`src/rtl/mux_2x1.sv`:
```
// Two-input WIDTH-bit steering mux with an optional registered output stage.
// sel_q reports the select value that produced the data currently on out.
module mux_2x1 #(
  parameter int unsigned WIDTH   = 8,
  parameter bit          OUT_REG = 1'b1
) (
  input  logic             clk,
  input  logic             rst_n,
  input  logic [WIDTH-1:0] in0,
  input  logic [WIDTH-1:0] in1,
  input  logic             sel,
  output logic [WIDTH-1:0] out,
  output logic             sel_q
);

  logic [WIDTH-1:0] mux_d;

  // NOTE: every path assigns mux_d, so no storage is inferred here.
  always_comb begin
    mux_d = sel ? in1 : in0;
  end

  if (OUT_REG) begin : g_reg
    logic [WIDTH-1:0] out_q;
    logic             sel_r_q;

    // NOTE: non-blocking assignments keep all flops sampling pre-edge values.
    always_ff @(posedge clk or negedge rst_n) begin
      if (!rst_n) begin
        out_q   <= '0;
        sel_r_q <= 1'b0;
      end else begin
        out_q   <= mux_d;
        sel_r_q <= sel;
      end
    end

    assign out   = out_q;
    assign sel_q = sel_r_q;
  end else begin : g_comb
    // Clock and reset play no part in the purely combinational build.
    logic unused_clk_rst;
    assign unused_clk_rst = clk ^ rst_n;

    assign out   = mux_d;
    assign sel_q = sel;
  end

endmodule

```
`config.mk`:
```
export PLATFORM = sky130hd
export DESIGN_NAME = mux_2x1
export DESIGN_NICKNAME = d
export VERILOG_FILES = /design/src/rtl/mux_2x1.sv
export SDC_FILE = /design/constraint.sdc
export NUM_CORES = 1
export LEC_CHECK = 0
export BUFFER_PORTS_ARGS = -buffer_cell sky130_fd_sc_hd__buf_2
export CELL_PAD_IN_SITES_DETAIL_PLACEMENT = 0
export CELL_PAD_IN_SITES_GLOBAL_PLACEMENT = 1
export CORE_AREA = 2 2 39 41
export CTS_CLUSTER_SIZE = 14
export DETAILED_ROUTE_END_ITERATION = 8
export DIE_AREA = 0 0 41 43
export PLACE_DENSITY_LB_ADDON = 0.1
export SLEW_MARGIN = 10
export SYNTH_ARGS = -nofsm -noshare
export SYNTH_HDL_FRONTEND = slang
export SYNTH_SLANG_ARGS = --single-unit
```
`constraint.sdc`:
```
create_clock -name clk -period 0.8 [get_ports clk]
set_clock_uncertainty 0.1 [all_clocks]
set_input_delay 0.12 -clock clk [delete_from_list [all_inputs] [get_ports clk]]
set_output_delay 0.12 -clock clk [all_outputs]
set_load 0.01 [all_outputs]
```
==> impl_metrics.tcl, run 1 <==
set metrics [dict create \
    drtAntennaViolNets 0 \
    syn_area_um2 357 \
    path_buf_inv 1 \
    finalSetupViolCount 9 \
    violations "negative hold slack, negative setup slack" \
    fin_setup_tns_ns -1.41 \
    cts_root_buf "clkbuf_4" \
    cts_tree "built" \
    dpl.cell_count 60 \
    seq_area_frac_synth_pct 63.2 \
    status "finished with violations" \
    wirelength_um 673 \
    netSwitchingPower_uw 216 \
    min-delay-start "in0[2]" \
    slowest_stage "dfrtp_1" \
    clock_power_share_pct 33.2 \
    cp.depth 1 \
    rows 14 \
    layout-drive-gt1-share_pct 77.6 \
    criticalPathCategory "reg -> out" \
    cap_violations 0 \
    ctsLongestPathBuffers 2 \
    cp-start-kind "flip-flop" \
    ir_worst_vdd_mv 0.738 \
    slew_violations 0 \
    ys_seq_elements 9 \
    grt.overflow.total 0 \
    startpoint "out[4]$_DFF_PN0_" \
    slew_headroom_pct 82.8 \
    syn_nets 37 \
    leakage_nw 0.298 \
    hold_viol_final 5 \
    worstPathMaxFanout 1 \
    fin_util_pct 39.2 \
    portBuffers 27 \
    numCtsBuffers 3 \
    crit_chain "buf_2" \
    syn_inst 18 \
    netlist_top_cells_area "dfrtp_1, mux2_4, buf_6" \
    nFillCells 145 \
    yosys_warnings 0 \
    crit_arrival_ns 0.75 \
    critPathCapture "out[4]" \
    yosysUniqueCellTypes 3 \
    layout_min_cycle_time_ns 0.973 \
    finalNonFillerCells 65 \
    grt_util_all_layers_pct 10.2 \
    clk_pin_slew_worst_paths_ns 0.06 \
    cp-end-kind "primary output" \
    grt_max_degree 10 \
    required_ns 0.58 \
    syn2layout_area_growth_pct 52.3 \
    hold_slack_ns -0.00499 \
    dieHeight_um 43 \
    hold_class "in -> reg" \
    power_density_mw_per_mm2 1840 \
    numClockSinks 9 \
    drt_iter0_markers 0 \
    drc 0 \
    synth_top_area_share_pct 63.2 \
    post-route-period-util_pct 122 \
    routed_via_density 4.00 \
    p_total_mw 1.00 \
    layout_setup_ws_ns -0.173 \
    ios 28 \
    start_util_pct 25.8 \
    max_freq_mhz 1030 \
    grt_pass1_wl_um 1080 \
    antennaDiodeCount 0 \
    first_global_vias 261 \
    postCtsHoldBufs 1 \
    crit_family "flip-flops" \
    gp_congestion 0.618 \
    seqPwrFrac_pct 49.6 \
    power_frac_comb_pct 17.2 \
    postSynthAreaPerCell_um2 19.8 \
    design_area_um2 543 \
    rsz0062_at_grt "true" \
    max_stage_delay_ns 0.37 \
    via_count 260 \
    p_int_uw 785 \
    dieWidth_um 41 \
    final_nets 69 \
    drt_first_pass_iters 1 \
    tightest_slew_ns 0.257 \
    wire_per_inst_um 10.4 \
    die-area_mm2 0.00176 \
    post-place-ws_ns -0.140 \
    antenna_found_initial 0 \
    dpl_cell_area_um2 500 \
    switching_share_pct 21.5 \
    htree_levels 1 \
    synth_top_area_cell "dfrtp_1" \
    coreArea_mm2 0.00138 \
]
==> layout make-up <==
cell class                 instances  area [µm²]  area share, %
multi-input combinational          8         120           22.1
tap                               16        20.0           3.69
clock buffer                       4        26.3           4.84
timing repair buffer              28         151           27.9
sequential                         9         225           41.5
==> state kept, by name (all words and copies together) (netlist names) <==
name / flops
sel_q: 1
out: 8
==> cells in the final DEF, fill, tap and decap left out, drive strengths merged <==
| cell type | instances |
|---|---|
| dfrtp | 9 |
| buf | 27 |
| dlygate4sd3 | 1 |
| mux2 | 8 |
| clkbuf | 4 |
==> per-layer routing <==
| layer | vias up | global-route usage (%) | share of wire (%) |
|---|---|---|---|
| met1 | 121 | 9.00 | 31 |
| li1 | 123 | - | - |
| met4 | 0 | 10.0 | 2.8 |
| met3 | 2 | 4.71 | 9.2 |
| met5 | - | 0 | 0 |
| met2 | 14 | 15.3 | 57 |
==> kinds of logic (layout without fill, tap and decap cells) <==
kind of cell	count (synthesis)	in the layout	synth area share, %
muxes	8	8	33.7
DFF	9	9	63.2
buffers and inverters	1	32	3.16
==> power by group through the flow <==
stage | Combinational, mW | Sequential [mW] | Clock [mW]
after floorplan | 0.0656 | 0.524 | 0
after global placement | 0.165 | 0.503 | 0
after detailed placement | 0.171 | 0.505 | 0
after CTS | 0.175 | 0.496 | 0.354
after global routing | 0.189 | 0.500 | 0.390
final | 0.172 | 0.496 | 0.332
==> synth_stat cells (all sizes together) <==
library cell and count:
buf 1, dfrtp 9, mux2 8
==> worst min path at each step <==
stage	endpoint	slack [ns]	cells after the start
after floorplan	out[0]$_DFF_PN0_	-0.28	0
after global placement	out[5]$_DFF_PN0_	-0.13	1
after detailed placement	out[7]$_DFF_PN0_	-0.12	1
after CTS	out[2]$_DFF_PN0_	-0.02	2
after global routing	out[2]$_DFF_PN0_	-0.03	2
final	out[2]$_DFF_PN0_	-0.005	2
==> what timing repair did <==
| item | in CTS | in global routing |
|---|---|---|
| gates cloned | 0 | 0 |
| setup endpoints to repair | 9 | 9 |
| setup buffers | 0 | 0 |
| gates resized for setup | 0 | 1 |
| endpoints found under the hold margin | 17 | 8 |
No activity file was read; power rests on OpenSTA's default activity.
==> inputs of run 2 (changes only) <==
- clock period: 0.8 -> 1.23 ns (I/O delays scaled with it)
==> impl_metrics.tcl, run 2 (same netlist as run 1, synthesis figures left out) <==
set metrics [dict create \
    status "finished clean" \
    clock_power_share_pct 32.9 \
    htree_levels 1 \
    final_common_cell "buf_2" \
    postCtsHoldBufs 1 \
    layout_common_cells "buf_2, dfrtp_1, mux2_4" \
    ios 28 \
    post-place-ws_ns 0.227 \
    drt_first_pass_iters 2 \
    required_ns 0.95 \
    slew_headroom_pct 82.6 \
    wire_per_inst_um 10.4 \
    grt_max_degree 10 \
    grt.overflow.total 0 \
    syn2layout_area_growth_pct 50.5 \
    gp_congestion 0.619 \
    numClockSinks 9 \
    dieHeight_um 43 \
    post-route-period-util_pct 84.4 \
    power_density_mw_per_mm2 1200 \
    finalNonFillerCells 65 \
    layout_setup_ws_ns 0.192 \
    netSwitchingPower_uw 136 \
    numCtsBuffers 3 \
    dieWidth_um 41 \
    ctsLongestPathBuffers 2 \
    grt_pass1_wl_um 1020 \
    cts_resized 0 \
    switching_share_pct 21.1 \
    antennaDiodeCount 0 \
    dpl.cell_count 60 \
    layout-drive-gt1-share_pct 77.6 \
    finalSetupViolCount 0 \
    cp-start-kind "flip-flop" \
    slew_violations 0 \
    coreArea_mm2 0.00138 \
    die-area_mm2 0.00176 \
    hold_viol_final 0 \
    drc 0 \
    cap_violations 0 \
    routed_via_density 3.98 \
    wirelength_um 673 \
    grt_util_all_layers_pct 9.83 \
    hold_class "in -> reg" \
    cts_tree "built" \
    post_cts_buffers 0 \
    worstPathMaxFanout 1 \
    largest_register_ff_count 8 \
    portBuffers 27 \
    fin_setup_tns_ns 0 \
    path_buf_inv 1 \
    seqPwrFrac_pct 50.0 \
    cts_root_buf "clkbuf_4" \
    start_util_pct 25.8 \
    crit_family "flip-flops" \
    layout_min_cycle_time_ns 1.04 \
    drtAntennaViolNets 0 \
    crit_chain "buf_2" \
    tightest_slew_ns 0.260 \
    criticalPathCategory "reg -> out" \
    final_nets 69 \
    antenna_found_initial 0 \
    ir_worst_vdd_mv 0.458 \
    rsz0062_at_grt "false" \
    rows 14 \
    p_int_uw 509 \
    first_global_vias 244 \
    leakage_nw 0.296 \
    crit_arrival_ns 0.75 \
    drt_iter0_markers 2 \
    hold_slack_ns 0.0602 \
    power_frac_comb_pct 17.1 \
    via_count 259 \
    cp-end-kind "primary output" \
    max_freq_mhz 963 \
    slowest_stage "dfrtp_1" \
    clk_pin_slew_worst_paths_ns 0.06 \
    max_stage_delay_ns 0.37 \
]
==> run 2: final cells by class <==
type / count / area [µm²]
multi-input cells: 8 / 120
repair buffers: 28 / 145
well taps: 16 / 20.0
fillers: 154 / 847
clock buffers: 4 / 26.3
flip-flops and latches: 9 / 225
==> run 2: metrics by stage <==
| step | cell area (µm²) | power, mW | util (%) |
|---|---|---|---|
| final | 537 | 0.645 | 38.8 |
| after global routing | 537 | 0.691 | 38.8 |
| after CTS | 537 | 0.664 | 38.8 |
| after detailed placement | 500 | 0.440 | 36.2 |
| after global placement | 500 | 0.435 | 36.2 |
| after floorplan | 357 | 0.384 | - |
==> run 2: per-layer routing <==
metal  wire (µm)  part of all wire, %  GRT usage, %  vias up
met5           0                    0             0        -
met4          24                  3.6          10.0        0
met3          53                  7.9          4.71        2
met2         388                   58          15.6       14
met1         207                   31          7.62      121
li1            -                    -             -      122
==> run 2: worst paths after layout <==
path	from	endpoint	slack [ns]	cells past startpoint
max in group asynchronous	rst_n	out[6]$_DFF_PN0_	0.65	2
worst max-delay path	out[4]$_DFF_PN0_	out[4]	0.19	1
min in group asynchronous	rst_n	out[7]$_DFF_PN0_	0.20	2
worst min-delay path	in0[2]	out[2]$_DFF_PN0_	0.06	2
==> run 2: power by group through the flow <==
stage | logic [mW] | registers [mW] | clock network (mW)
2_1_floorplan | 0.0426 | 0.341 | 0
3_3_place_gp | 0.108 | 0.327 | 0
3_5_place_dp | 0.111 | 0.329 | 0
4_1_cts | 0.113 | 0.323 | 0.227
5_1_grt | 0.121 | 0.325 | 0.245
6_report | 0.110 | 0.322 | 0.212
==> inputs of run 3 (changes only) <==
- CORE_AREA: 2 2 39 41 -> default
- CORE_MARGIN: default -> 2
- CORE_UTILIZATION: default -> 24
- DIE_AREA: 0 0 41 43 -> default
- clock period: 1.23 -> 0.85 ns (I/O delays scaled with it)
==> impl_metrics.tcl, run 3 (same netlist as run 1, synthesis figures left out) <==
set metrics [dict create \
    min-delay-start "in1[7]" \
    cap_violations 0 \
    postCtsHoldBufs 1 \
    post_cts_buffers 0 \
    crit_family "flip-flops" \
    max_stage_delay_ns 0.36 \
    max_freq_mhz 1030 \
    dieHeight_um 42.5 \
    layout_min_cycle_time_ns 0.970 \
    grt_max_degree 10 \
    wirelength_um 684 \
    cp-end-kind "primary output" \
    finalNonFillerCells 64 \
    fin_util_pct 39.7 \
    slew_violations 0 \
    rsz0062_at_grt "true" \
    syn2layout_area_growth_pct 50.2 \
    worstPathMaxFanout 1 \
    min_to "out[7]$_DFF_PN0_" \
    dpl.cell_count 59 \
    numCtsBuffers 3 \
    via_count 237 \
    routed_via_density 3.70 \
    use_met3_pct 1.29 \
    post-place-ws_ns -0.111 \
    grt.met1_usage_pct 10.3 \
    coreArea_mm2 0.00135 \
    first_global_vias 285 \
    status "finished with violations" \
    nFillCells 135 \
    ctsLongestPathBuffers 2 \
    dieWidth_um 42.5 \
    slowest_stage "dfrtp_1" \
    ios 28 \
    largest_register_ff_count 8 \
    tightest_slew_ns 0.272 \
    fin_setup_tns_ns -0.981 \
    antenna_found_initial 0 \
    leakage_nw 0.296 \
    p_total_uw 935 \
    required_ns 0.62 \
    final_common_cell "buf_2" \
    power_density_mw_per_mm2 1750 \
    violations "negative setup slack" \
    grt.overflow.total 0 \
    portBuffers 27 \
    grt_pass1_wl_um 1170 \
    layout_setup_ws_ns -0.120 \
    cts_resized 0 \
    grt_util_all_layers_pct 9.07 \
    hold_class "in -> reg" \
    htree_levels 1 \
    cts_tree "built" \
    post-route-period-util_pct 114 \
    drt_first_pass_iters 1 \
    antennaDiodeCount 0 \
    gp_congestion 0.608 \
    numClockSinks 9 \
    wire_per_inst_um 10.7 \
    drt_iter0_markers 0 \
    drc 0 \
    crit_chain "buf_2" \
    layout_common_cells "buf_2, dfrtp_1, mux2_4" \
    cts_root_buf "clkbuf_4" \
    slew_headroom_pct 81.9 \
    crit_arrival_ns 0.74 \
    path_buf_inv 1 \
    die-area_mm2 0.00181 \
    criticalPathCategory "reg -> out" \
    layout-drive-gt1-share_pct 77.6 \
    drtAntennaViolNets 0 \
    grt.busiest_layer "met2" \
    cp-start-kind "flip-flop" \
    rows 13 \
    final_nets 69 \
    whs_path_depth 2 \
    start_util_pct 26.4 \
    hold_viol_final 0 \
    clk_pin_slew_worst_paths_ns 0.06 \
    ir_worst_vdd_mv 0.427 \
    finalSetupViolCount 9 \
    grtUsageMet2_pct 13.8 \
]
-- run 3: power breakdown --
group / leakage [nW] / internal [mW] / switching, mW
sequential: 0.105 / 0.459 / 0.00611
combinational: 0.176 / 0.0970 / 0.0630
clock: 0.0150 / 0.180 / 0.130
total: 0.296 / 0.736 / 0.199
-- run 3: cell type report --
type | count | area [µm²] | share of cell area (%)
clock buffer | 4 | 26.3 | 4.91
multi-input combinational | 8 | 120 | 22.4
timing repair buffer | 28 | 145 | 27.1
sequential | 9 | 225 | 42.1
tap | 15 | 18.8 | 3.50
-- run 3: through the flow --
| stage | instance area [µm²] | hold WS, ns |
|---|---|---|
| CTS | 536 | -0.00429 |
| global placement | 499 | -0.124 |
| finish | 536 | 0.00456 |
| floorplan | 357 | -0.268 |
| detailed placement | 499 | -0.113 |
| global route | 536 | -0.00963 |
-- run 3: per-layer routing --
| metal | vias up | part of all wire [%] |
|---|---|---|
| li1 | 122 | - |
| met1 | 99 | 42 |
| met2 | 14 | 49 |
| met3 | 2 | 6.1 |
| met4 | 0 | 2.8 |
| met5 | - | 0 |
-- run 3: how the worst max path moves through the flow --
stage          depth (start not counted)             start  slack (ns)               end
5_1_grt                                1  out[3]$_DFF_PN0_       -0.16            out[3]
3_3_place_gp                           2               sel       -0.09  out[4]$_DFF_PN0_
2_1_floorplan                          2               sel        0.08  out[0]$_DFF_PN0_
4_1_cts                                1  out[5]$_DFF_PN0_       -0.13            out[5]
3_5_place_dp                           2               sel       -0.11  out[6]$_DFF_PN0_
6_report                               1  out[5]$_DFF_PN0_       -0.12            out[5]
-- run 3: what timing repair did --
action                                  CTS  global route
pin swaps                                 0             0
endpoints found under the setup margin    9             9
hold endpoints to repair                 13             4
